### src/rtl/uart_rx_if.sv
// uart_rx register-side bundle: frame configuration, read acknowledge,
// received data word and per-frame status flags.
// The master side is the register block, the slave side is the receiver.
interface uart_rx_if;
    logic [1:0]  data_bit_num_i;
    logic        parity_en_i;
    logic        parity_type_i;
    logic        stop_bit_num_i;
    logic        rx_ack_i;
    logic [31:0] rx_data_o;
    logic        rx_valid_o;
    logic        parity_err_o;
    logic        frame_err_o;
    logic        overrun_o;

    modport master (
        output data_bit_num_i, parity_en_i, parity_type_i, stop_bit_num_i, rx_ack_i,
        input  rx_data_o, rx_valid_o, parity_err_o, frame_err_o, overrun_o
    );

    modport slave (
        input  data_bit_num_i, parity_en_i, parity_type_i, stop_bit_num_i, rx_ack_i,
        output rx_data_o, rx_valid_o, parity_err_o, frame_err_o, overrun_o
    );
endinterface

### src/rtl/uart_rx.sv
// uart_rx: 16x-oversampled UART receiver, 5..8 data bits LSB first,
// optional odd/even parity, 1 or 2 stop bits, parity/framing/overrun flags
// and rts_n flow control.
// Optional feature macro: UART_RX_MAJORITY_EN -- when defined, every bit is a
// 2-of-3 vote of samples at OVERSAMPLE/2-2, OVERSAMPLE/2-1 and OVERSAMPLE/2;
// otherwise a single sample at OVERSAMPLE/2-1 is used.
module uart_rx #(
    parameter int OVERSAMPLE = 16
) (
    input  logic     clk,
    input  logic     rst_n,
    input  logic     rx_tick,
    input  logic     rx,
    output logic     rts_n,
    uart_rx_if.slave bus
);
    localparam int CW = $clog2(OVERSAMPLE);
    localparam logic [CW-1:0] CNT_MAX = CW'(OVERSAMPLE - 1);
    localparam logic [CW-1:0] CNT_MID = CW'(OVERSAMPLE / 2 - 1);
`ifdef UART_RX_MAJORITY_EN
    localparam logic [CW-1:0] CNT_S0  = CW'(OVERSAMPLE / 2 - 2);
    localparam logic [CW-1:0] CNT_DEC = CW'(OVERSAMPLE / 2);
`else
    localparam logic [CW-1:0] CNT_DEC = CNT_MID;
`endif

    typedef enum logic [2:0] {
        IDLE   = 3'd0,
        START  = 3'd1,
        DATA   = 3'd2,
        PARITY = 3'd3,
        STOP   = 3'd4
    } state_t;

    // Parity check: data XOR parity bit must be 1 for odd (type 0), 0 for even.
    function automatic logic parity_bad(input logic acc, input logic pbit, input logic ptype);
        return ((acc ^ pbit) != ~ptype);
    endfunction

`ifdef UART_RX_MAJORITY_EN
    // 2-of-3 majority vote.
    function automatic logic maj3(input logic a, input logic b, input logic c);
        return (a & b) | (a & c) | (b & c);
    endfunction
`endif

    logic          rx_meta_q, rx_sync_q;
    state_t        state_q, state_d;
    logic [CW-1:0] cnt_q, cnt_d;
    logic [2:0]    idx_q, idx_d;
    logic [7:0]    shreg_q, shreg_d;
    logic          par_q, par_d;
    logic          perr_q, perr_d;
    logic          ferr_q, ferr_d;
    logic [1:0]    dbits_q, dbits_d;
    logic          pen_q, pen_d;
    logic          ptype_q, ptype_d;
    logic          stop2_q, stop2_d;
    logic          commit_s;
    logic          bit_s;
    logic [31:0]   rx_data_q;
    logic          rx_valid_q, perr_out_q, ferr_out_q, overrun_q;

    // Two-flop synchroniser for the asynchronous serial line (idles high).
    always_ff @(posedge clk or negedge rst_n) begin
        if (!rst_n) begin
            rx_meta_q <= 1'b1;
            rx_sync_q <= 1'b1;
        end else begin
            rx_meta_q <= rx;
            rx_sync_q <= rx_meta_q;
        end
    end

`ifdef UART_RX_MAJORITY_EN
    logic samp0_q, samp1_q;

    // Capture the first two votes; the third is the live sample at decision time.
    always_ff @(posedge clk or negedge rst_n) begin
        if (!rst_n) begin
            samp0_q <= 1'b1;
            samp1_q <= 1'b1;
        end else if (rx_tick && (cnt_q == CNT_S0)) begin
            samp0_q <= rx_sync_q;
        end else if (rx_tick && (cnt_q == CNT_MID)) begin
            samp1_q <= rx_sync_q;
        end else begin
            samp0_q <= samp0_q;
            samp1_q <= samp1_q;
        end
    end

    assign bit_s = maj3(samp0_q, samp1_q, rx_sync_q);
`else
    assign bit_s = rx_sync_q;
`endif

    // Frame FSM and datapath state registers.
    always_ff @(posedge clk or negedge rst_n) begin
        if (!rst_n) begin
            state_q <= IDLE;
            cnt_q   <= '0;
            idx_q   <= 3'd0;
            shreg_q <= 8'd0;
            par_q   <= 1'b0;
            perr_q  <= 1'b0;
            ferr_q  <= 1'b0;
            dbits_q <= 2'd0;
            pen_q   <= 1'b0;
            ptype_q <= 1'b0;
            stop2_q <= 1'b0;
        end else begin
            state_q <= state_d;
            cnt_q   <= cnt_d;
            idx_q   <= idx_d;
            shreg_q <= shreg_d;
            par_q   <= par_d;
            perr_q  <= perr_d;
            ferr_q  <= ferr_d;
            dbits_q <= dbits_d;
            pen_q   <= pen_d;
            ptype_q <= ptype_d;
            stop2_q <= stop2_d;
        end
    end

    // Next-state logic; everything advances only on rx_tick clocks.
    always_comb begin
        state_d  = state_q;
        cnt_d    = cnt_q;
        idx_d    = idx_q;
        shreg_d  = shreg_q;
        par_d    = par_q;
        perr_d   = perr_q;
        ferr_d   = ferr_q;
        dbits_d  = dbits_q;
        pen_d    = pen_q;
        ptype_d  = ptype_q;
        stop2_d  = stop2_q;
        commit_s = 1'b0;
        if (rx_tick) begin
            // Free-running modulo counter keeps decisions exactly one bit apart.
            if (cnt_q == CNT_MAX) begin
                cnt_d = '0;
            end else begin
                cnt_d = cnt_q + 1'b1;
            end
            case (state_q)
                IDLE: begin
                    cnt_d = '0;
                    if (!rx_sync_q) begin
                        state_d = START;
                        dbits_d = bus.data_bit_num_i;
                        pen_d   = bus.parity_en_i;
                        ptype_d = bus.parity_type_i;
                        stop2_d = bus.stop_bit_num_i;
                        idx_d   = 3'd0;
                        shreg_d = 8'd0;
                        par_d   = 1'b0;
                        perr_d  = 1'b0;
                        ferr_d  = 1'b0;
                    end else begin
                        state_d = IDLE;
                    end
                end
                START: begin
                    if (cnt_q == CNT_DEC) begin
                        if (bit_s) begin
                            state_d = IDLE;
                        end else begin
                            state_d = DATA;
                        end
                    end else begin
                        state_d = START;
                    end
                end
                DATA: begin
                    if (cnt_q == CNT_DEC) begin
                        shreg_d[idx_q] = bit_s;
                        par_d          = par_q ^ bit_s;
                        // Last index is 4..7 for 5..8 data bits.
                        if (idx_q == {1'b1, dbits_q}) begin
                            idx_d   = 3'd0;
                            state_d = pen_q ? PARITY : STOP;
                        end else begin
                            idx_d = idx_q + 3'd1;
                        end
                    end else begin
                        state_d = DATA;
                    end
                end
                PARITY: begin
                    if (cnt_q == CNT_DEC) begin
                        perr_d  = parity_bad(par_q, bit_s, ptype_q);
                        idx_d   = 3'd0;
                        state_d = STOP;
                    end else begin
                        state_d = PARITY;
                    end
                end
                STOP: begin
                    if (cnt_q == CNT_DEC) begin
                        ferr_d = ferr_q | ~bit_s;
                        // Commit at mid of the last stop bit to resync early.
                        if (idx_q[0] == stop2_q) begin
                            commit_s = 1'b1;
                            state_d  = IDLE;
                        end else begin
                            idx_d = idx_q + 3'd1;
                        end
                    end else begin
                        state_d = STOP;
                    end
                end
                default: begin
                    state_d = IDLE;
                end
            endcase
        end else begin
            state_d = state_q;
        end
    end

    // Output holding register: commit wins over a same-cycle acknowledge.
    always_ff @(posedge clk or negedge rst_n) begin
        if (!rst_n) begin
            rx_data_q  <= 32'd0;
            rx_valid_q <= 1'b0;
            perr_out_q <= 1'b0;
            ferr_out_q <= 1'b0;
            overrun_q  <= 1'b0;
        end else if (commit_s) begin
            rx_data_q  <= {24'd0, shreg_q};
            rx_valid_q <= 1'b1;
            perr_out_q <= perr_q;
            ferr_out_q <= ferr_d;
            if (rx_valid_q && !bus.rx_ack_i) begin
                overrun_q <= 1'b1;
            end else if (rx_valid_q && bus.rx_ack_i) begin
                overrun_q <= 1'b0;
            end else begin
                overrun_q <= overrun_q;
            end
        end else if (bus.rx_ack_i && rx_valid_q) begin
            rx_valid_q <= 1'b0;
            perr_out_q <= 1'b0;
            ferr_out_q <= 1'b0;
            overrun_q  <= 1'b0;
        end else begin
            rx_data_q  <= rx_data_q;
            rx_valid_q <= rx_valid_q;
            perr_out_q <= perr_out_q;
            ferr_out_q <= ferr_out_q;
            overrun_q  <= overrun_q;
        end
    end

    assign bus.rx_data_o    = rx_data_q;
    assign bus.rx_valid_o   = rx_valid_q;
    assign bus.parity_err_o = perr_out_q;
    assign bus.frame_err_o  = ferr_out_q;
    assign bus.overrun_o    = overrun_q;
    assign rts_n            = rx_valid_q;

endmodule

### src/flat_wrapper.sv
// flat-port wrapper written by rule: the top's interface ports become plain ports
module uart_rx_flat 
#(
    parameter int OVERSAMPLE = 16
)
  (clk, rst_n, rx_tick, rx, rts_n, bus_data_bit_num_i, bus_parity_en_i, bus_parity_type_i, bus_stop_bit_num_i, bus_rx_ack_i, bus_rx_data_o, bus_rx_valid_o, bus_parity_err_o, bus_frame_err_o, bus_overrun_o);
  uart_rx_if bus_i ();
  input  logic clk;
  input  logic rst_n;
  input  logic rx_tick;
  input  logic rx;
  output logic rts_n;
  input wire logic [$bits(bus_i.data_bit_num_i)-1:0] bus_data_bit_num_i;
  input wire logic [$bits(bus_i.parity_en_i)-1:0] bus_parity_en_i;
  input wire logic [$bits(bus_i.parity_type_i)-1:0] bus_parity_type_i;
  input wire logic [$bits(bus_i.stop_bit_num_i)-1:0] bus_stop_bit_num_i;
  input wire logic [$bits(bus_i.rx_ack_i)-1:0] bus_rx_ack_i;
  output wire logic [$bits(bus_i.rx_data_o)-1:0] bus_rx_data_o;
  output wire logic [$bits(bus_i.rx_valid_o)-1:0] bus_rx_valid_o;
  output wire logic [$bits(bus_i.parity_err_o)-1:0] bus_parity_err_o;
  output wire logic [$bits(bus_i.frame_err_o)-1:0] bus_frame_err_o;
  output wire logic [$bits(bus_i.overrun_o)-1:0] bus_overrun_o;
  assign bus_i.data_bit_num_i = bus_data_bit_num_i;
  assign bus_i.parity_en_i = bus_parity_en_i;
  assign bus_i.parity_type_i = bus_parity_type_i;
  assign bus_i.stop_bit_num_i = bus_stop_bit_num_i;
  assign bus_i.rx_ack_i = bus_rx_ack_i;
  assign bus_rx_data_o = bus_i.rx_data_o;
  assign bus_rx_valid_o = bus_i.rx_valid_o;
  assign bus_parity_err_o = bus_i.parity_err_o;
  assign bus_frame_err_o = bus_i.frame_err_o;
  assign bus_overrun_o = bus_i.overrun_o;
  uart_rx #(.OVERSAMPLE(OVERSAMPLE)) u_core (.clk(clk), .rst_n(rst_n), .rx_tick(rx_tick), .rx(rx), .rts_n(rts_n), .bus(bus_i));
endmodule
### config.mk
export PLATFORM = sky130hd
export DESIGN_NAME = uart_rx_flat
export DESIGN_NICKNAME = d
export VERILOG_FILES = /design/src/rtl/uart_rx_if.sv /design/src/rtl/uart_rx.sv /design/src/flat_wrapper.sv
export SDC_FILE = /design/constraint.sdc
export NUM_CORES = 1
export LEC_CHECK = 0
export CAP_MARGIN = 20
export CORE_MARGIN = 4
export CORE_UTILIZATION = 51
export DETAILED_ROUTE_END_ITERATION = 12
export GPL_TIMING_DRIVEN = 0
export PLACE_DENSITY = 0.8
export SYNTH_ARGS = -nofsm -noshare
export SYNTH_HDL_FRONTEND = slang
export SYNTH_SLANG_ARGS = --single-unit
### constraint.sdc
create_clock -name clk -period 4.39 [get_ports clk]
set_input_delay 0.878 -clock clk [delete_from_list [all_inputs] [get_ports clk]]
set_output_delay 0.878 -clock clk [all_outputs]
set_load 0.05 [all_outputs]
==> summary.txt <==
Run status
  – Outcome: finished, final reports clean

Critical path
  – R2r startpoint: u_core.cnt_q[0]
  – Setup crit start kind: flip-flop
  – Setup CP Type: flip-flop to output pin
  – Critical Path Sink Type: output pin
  – Worst Path Arrival: approximately 1.6 ns
  – Crit path buf inv count: 2
  – CP delay by family, top: buffers and inverters
  – Cell Chain, Critical Path: buf_4 > clkdlybuf4s50_1
  – Slowest cell delay on critical path: 0.78 ns
  – Worst R2R Path Depth: 7
  – Crit Path Max Fanout: 6
  – CP required: 3.51 ns
  – Worst R2R End: u_core.bus.rx_data_o[3]
  – Slowest CP cell: clkdlybuf4s50_1
  – Flop-to-flop setup slack: 2.22 ns

Finish
  – Antenna fix cells: 0
  – Share of layout cells above drive strength 1: roughly 22%
  – Area delta synth->final: 22.29%
  – Layout Cells excl Fill: around 320
  – Nets@finish: 283

Job
  – Max-Cap Viols: 0

Clock network
  – Maximum buffer depth of the clock tree: 2
  – Clk Tree Root Cell: clkbuf_8
  – Worst-Skew Late Latency: about 0.3 ns
  – Hold-fix buffers at CTS: 0
  – Setup repair bufs after CTS: 0
  – Total CTS buffers: 5
  – Reg clk slew, reported paths: 0.07 ns
  – CTS resizes: 0
  – Max H-tree Level: 2
  – CTS tree: done
  – Sink Count: 40

Detailed routing
  – Drt total wl: a little over 4000 µm
  – Routed vias: about 1.7k
  – Wirelength per Cell: about 13 µm
  – Routed vias/inst: between 5 and 6
  – Number of DRC markers in iteration 0: 79
  – 1st-pass router iterations: 4
  – Routed Antenna Nets: 0
  – DR DRC count: 0

Timing
  – FMAX: 0.3981 GHz
  – Clk_skew: just over 0.006 ns
  – Final Hold Viols: 0
  – Sum Neg Setup Slack: 0 ns
  – Slew headroom: between 40% and 50%
  – Final slew viol count: 0
  – RSZ-0062 raised after global routing: no
  – Period Utilization, post-route: a little under three fifths
  – Slew @ Worst Pin: ~0.86 ns
  – Fin crit period: approximately 2.5 ns
  – Endpoints failing setup: 0

Power and ir drop
  – Max IR drop VDD: approximately 0.00025 V
  – Power density cells: 447.5 nW/µm²
  – Pleak: 1.211 nW

Synth
  – Ys flop type: dfrtp_1
  – Post-Synthesis Cells: 220
  – Fraction of registers with async set/reset: between 90% and 100%
  – EDFF count, synth: 0
  – Post-Syn Area: 2156 µm²
  – Post-synthesis sequential area ratio: a little under half
  – Netlist cell types: 44
  – Synth area leader: dfrtp_1
  – #FFs+latches synth: 40
  – Avg Inst Size Synth: roughly 9.8 µm²
  – Syn. warnings: 0
  – Largest cells by area after synthesis: dfrtp_1 44%, buf_4 9.4%, mux2_2 7.3%
  – Synth top area share: between 40 and 50%

GRT
  – Overall routing resource usage: approximately 17%
  – Global-route wire length before repair: between 7000 and 8000 µm
  – GR Overflow Total: 0
  – GRT Max-Usage Layer: met2
  – Vias in the first global route: roughly 1.6k
  – Global-route track usage on met3: about 5.2%
  – Met1 Use GR: about 22%
  – Initial antenna violation count: 0
  – GRT met2 Usage: between 20% and 30%
  – Largest net degree at the start of global routing: slightly above 40

Min path
  – Hold crit path type: flip-flop to flip-flop
  – Hold Crit Start: u_core.rx_meta_q
  – Hold endpoint: u_core.bit_s
  – Hold Crit Depth: 0

Floorplan
  – Die X-Extent: approximately 73 µm
  – I/O pin count: 47
  – Initial Util: ~53%
  – Die height: between 70 and 80 µm
  – Die area: roughly 5300 µm²
  – # rows: 23
  – Core area: just over 4000 µm²

Placement
  – DP HPWL: 3075 µm
  – RD Place Congestion: ~0.85
  – Number of cells after detailed placement: 314
  – Input/output buffers: 21
[layout make-up]
cell class / count / area (µm²)
plain buffers: 38 / 247.7
clock buffers: 7 / 96.34
clock inverters: 1 / 30.03
fillers: 343 / 1421
inverters: 6 / 22.52
multi-input cells: 159 / 968.4
flip-flops and latches: 40 / 1003
well taps: 50 / 62.56
repair buffers: 21 / 205.2
[synthesized netlist by cell type, types with 3 or more instances]
master,instances
mux2_2,14
nor3_1,3
o31ai_1,4
clkbuf_1,8
dfrtp_1,38
xnor2_1,5
a31oi_1,8
buf_4,27
buf_2,3
o21ai_0,28
nor2_1,11
inv_1,6
nand2_1,17
nand3_1,7
a21oi_1,7
[registers in the layout, indices dropped and copies added (netlist names), named ones only]
| register | count |
|---|---|
| u_core.bit_s | 1 |
| u_core.bus.frame_err_o | 1 |
| u_core.bus.parity_err_o | 1 |
| u_core.bus.rx_data_o | 8 |
| u_core.bus.rx_valid_o | 1 |
| u_core.cnt_q | 4 |
| u_core.dbits_q | 2 |
| u_core.ferr_q | 1 |
| u_core.idx_q | 3 |
| u_core.par_q | 1 |
| u_core.pen_q | 1 |
| u_core.perr_q | 1 |
| u_core.ptype_q | 1 |
| u_core.rx_meta_q | 1 |
| u_core.shreg_q | 8 |
| u_core.state_q | 3 |
| u_core.stop2_q | 1 |
[layer usage]
metal / wire length (µm) / vias up
met5: 0 / -
met3: 278 / 13
met4: 102 / 0
met2: 1928 / 56
met1: 1745 / 758
li1: - / 824
[how the worst max path moves through the flow]
stage / start / to / slack, ns / depth (start not counted)
after global routing: u_core.bus.rx_valid_o / rts_n / 1.83 / 2
final: u_core.bus.rx_valid_o / rts_n / 1.88 / 2
after floorplan: rx_tick / u_core.bus.rx_data_o[1] / 2.33 / 5
after detailed placement: rx_tick / u_core.bus.rx_data_o[3] / 2.11 / 5
after CTS: u_core.bus.rx_valid_o / rts_n / 1.87 / 2
after global placement: rst_n / u_core.pen_q / 1.51 / 1
[where the power goes]
group          internal [W]  switching [W]
logic              0.000149       0.000214
registers          0.000430      0.0000639
clock network      0.000200       0.000123
[cell families after synthesis]
group           synth area share, %
compound gates                16.77
other cells                  0.1739
buf+inv                       12.54
xor+xnor                      2.438
flops                         46.55
simple gates                  11.55
mux                           8.822
fa+ha+maj                     1.161
[through the flow]
step	power, W	util (%)	hold WS (ns)	setup WS (ns)	area [µm²]
final	0.001180	64.97	0.3586	1.878	2636
after detailed placement	0.0008601	61.86	0.3484	2.112	2510
after global routing	0.001258	64.97	0.3606	1.830	2636
after CTS	0.001186	64.97	0.3593	1.866	2636
after global placement	0.0008390	61.98	0.3458	1.509	2515
after floorplan	0.0007768	-	0.3452	2.335	2242
[placed cells by master, fill, tap and decap left out, types with 2 or more instances in the layout]
| cell type | count |
|---|---|
| nand2b_1 | 2 |
| clkbuf_8 | 7 |
| dfstp_2 | 2 |
| dfrtp_1 | 38 |
| buf_4 | 27 |
| a21oi_1 | 7 |
| nor3_1 | 3 |
| mux2_1 | 2 |
| o21ai_0 | 28 |
| nand3b_1 | 2 |
| clkdlybuf4s50_1 | 20 |
| ha_1 | 2 |
| clkbuf_1 | 8 |
| a31oi_1 | 8 |
| o31ai_1 | 4 |
| nand3_1 | 7 |
| inv_1 | 6 |
| nor2_1 | 11 |
| xnor2_1 | 5 |
| mux2_2 | 14 |
| conb_1 | 24 |
| nand2_1 | 17 |
| buf_2 | 4 |
Power figures use the tool's default switching activity.
==> variant, RTL diff (same settings) <==
Re-encode `state_t` (5 states) as one-hot, 5 bits wide.
--- a/src/rtl/uart_rx.sv
+++ b/src/rtl/uart_rx.sv
@@ -24,12 +24,12 @@
     localparam logic [CW-1:0] CNT_DEC = CNT_MID;
 `endif
 
-    typedef enum logic [2:0] {
-        IDLE   = 3'd0,
-        START  = 3'd1,
-        DATA   = 3'd2,
-        PARITY = 3'd3,
-        STOP   = 3'd4
+    typedef enum logic [4:0] {
+        IDLE   = 5'b00001,
+        START  = 5'b00010,
+        DATA   = 5'b00100,
+        PARITY = 5'b01000,
+        STOP   = 5'b10000
     } state_t;
 
     // Parity check: data XOR parity bit must be 1 for odd (type 0), 0 for even.
Check against the original RTL: same outputs for any inputs over 10 cycles, from zero or initial values and one cycle with rst_n low; not proved beyond that.
==> variant against the unedited design <==
Design area is 5.5% higher. Setup slack better by 4.5 ps. Power is 7.0% lower. Synthesized area is 6.7% higher. Routed wire length is 8.6% higher. Via count is 4.5% higher. Critical path type is now reg2reg. Sequential cell count is 2 higher. Sequential power hardly changed. Die area is 6.0% higher.
==> variant: results (changes against the unedited design) <==
[clock_tree]
root_buffer = clkbuf_8  ; unchanged
clock_latency_ps = 300  ; about the same
htree_num_levels = 2  ; unchanged
clkTransAtPathRegs_ps = 80
cts.repair.resized = 0  ; unchanged
post-cts-setup-buffers = 0  ; unchanged
cts.path.max_buffers = 2  ; unchanged
cts-buffers-inserted = 5  ; unchanged

[setup_path]
rrSetupSlack_ps = 1880  ; was 2220 ps
worst_ep_arrival_time_ps = 2700  ; was 1630 ps
crit_family = simple AND/OR/NAND/NOR gates  ; was buffers and inverters
setup.worst_path.start = u_core.state_q[2]  ; was u_core.bus.rx_valid_o
cp_max_fo = 9  ; was 6
worst-setup-path-type = reg2reg  ; was reg2out
cpMaxStageDelayCell = o21ai_1  ; was clkdlybuf4s50_1
cpPeakStageDelay_ps = 500  ; was 780 ps
reg2reg_depth = 5  ; was 7
r2r-end = u_core.state_q[2]  ; was u_core.bus.rx_data_o[3]

[drt]
met3_length_um = 307  ; was 278 µm
dr.pass1.iters = 4  ; unchanged
wl_met2_um = 2020  ; was 1930 µm
top_layer = met4  ; unchanged
wl_um = 4400  ; was 4050 µm
vias = 1725  ; was 1,651
wl_met1_um = 2010  ; was 1750 µm
drtIter0Drc = 100  ; was 79

[power]
ir_drop_mv = 0.304  ; was 0.247 mV
leakagePower_nw = 1.30  ; was 1.21 nW

[global_route]
gr-usage-met1 = 0.230  ; was 0.219
antenna_found_initial = 0  ; unchanged
met2_usage = 0.246  ; was 0.262
use_met3 = 0.0441  ; was 0.0523
track_usage = 0.165  ; was 0.170
grt_first_pass_wirelength_um = 6960  ; was 7000 µm
grt_max_degree = 43  ; was 41
grt_pass1_vias = 1498  ; was 1,551

[synthesis]
ys_seq_area_frac = 0.458  ; was 0.465
yosysUniqueCellTypes = 51  ; was 44
synth_warnings = 0  ; unchanged
synth.area.top_cells = dfrtp_1 (42%), buf_4 (8.2%), mux2_2 (6.4%), o21ai_0 (5.9%), mux2_4 (3.9%)  ; was dfrtp_1 (44%), buf_4 (9.4%), mux2_2 (7.3%), o21ai_0 (6.5%), nand2_1 (3.0%)
async_flop_share = 1.00  ; unchanged
synth_commonest_cells = dfrtp_1 (39), o21ai_0 (27), buf_4 (25)  ; was dfrtp_1 (38), o21ai_0 (28), buf_4 (27)

[timing]
tightestPinTransition_ps = 892  ; was 855 ps
post-route-min-period_ps = 2510  ; about the same
finClkSkew_ps = 6.54  ; was 6.13 ps
setup_viol = 0  ; unchanged

[layout]
diodes = 0  ; unchanged
fin_nets = 290  ; was 283
drive_gt1_frac = 0.229  ; was 0.217

[place]
hpwl_um = 3270  ; was 3070 µm
pre_cts_ws_ps = 1630  ; was 2110 ps
place_congestion = 0.881  ; was 0.849
io_buffers = 22  ; was 21

[outcome]
status = finished clean  ; unchanged

[min_path]
hold_class = reg2reg  ; unchanged

## variant: cells by family after synthesis
| group | Yosys count | synth area share |
|---|---|---|
| xor gates and xnor gates | 5 | 0.0190 |
| DFF | 42 | 0.458 |
| other | 1 | 0.00163 |
| buffers and inverters | 42 | 0.113 |
| AOI/OAI and AO/OA | 56 | 0.149 |
| adders and majority gates | 2 | 0.0109 |
| and+or+nand+nor | 56 | 0.132 |
| muxes | 22 | 0.116 |
## variant: through the flow
stage	cells	area, µm²
2_1_floorplan	249	2390
3_3_place_gp	323	2670
4_1_cts	331	2780
5_1_grt	331	2780
3_5_place_dp	323	2670
6_report	331	2780
## variant: layout make-up
cell class,count,area (µm²)
buffer,34,230
clock buffer,5,68.8
clock inverter,3,45.0
fill,365,1570
inverter,8,30.0
multi-input combinational,165,1070
sequential,42,1050
tap,52,65.1
timing repair buffer,22,215
## variant: worst reg2reg max path, delay by kind of cell, from the launching register on
family | cells | cell delay [ps]
flops | 1 | 460
compound gates | 2 | 660
mux | 1 | 400
simple gates | 2 | 890
## variant: how the worst min path moves through the flow
stage / slack [ps] / depth (start not counted) / to / from
global placement: 350 / 0 / u_core.bit_s / u_core.rx_meta_q
finish: 360 / 0 / u_core.bit_s / u_core.rx_meta_q
global route: 360 / 0 / u_core.bit_s / u_core.rx_meta_q
detailed placement: 350 / 0 / u_core.bit_s / u_core.rx_meta_q
CTS: 360 / 0 / u_core.bit_s / u_core.rx_meta_q
floorplan: 350 / 0 / u_core.bit_s / u_core.rx_meta_q
## variant: report_power, final
group | internal, mW | total, mW | switching [mW]
Sequential | 0.440 | 0.494 | 0.0539
Clock | 0.169 | 0.307 | 0.137
Combinational | 0.119 | 0.296 | 0.177
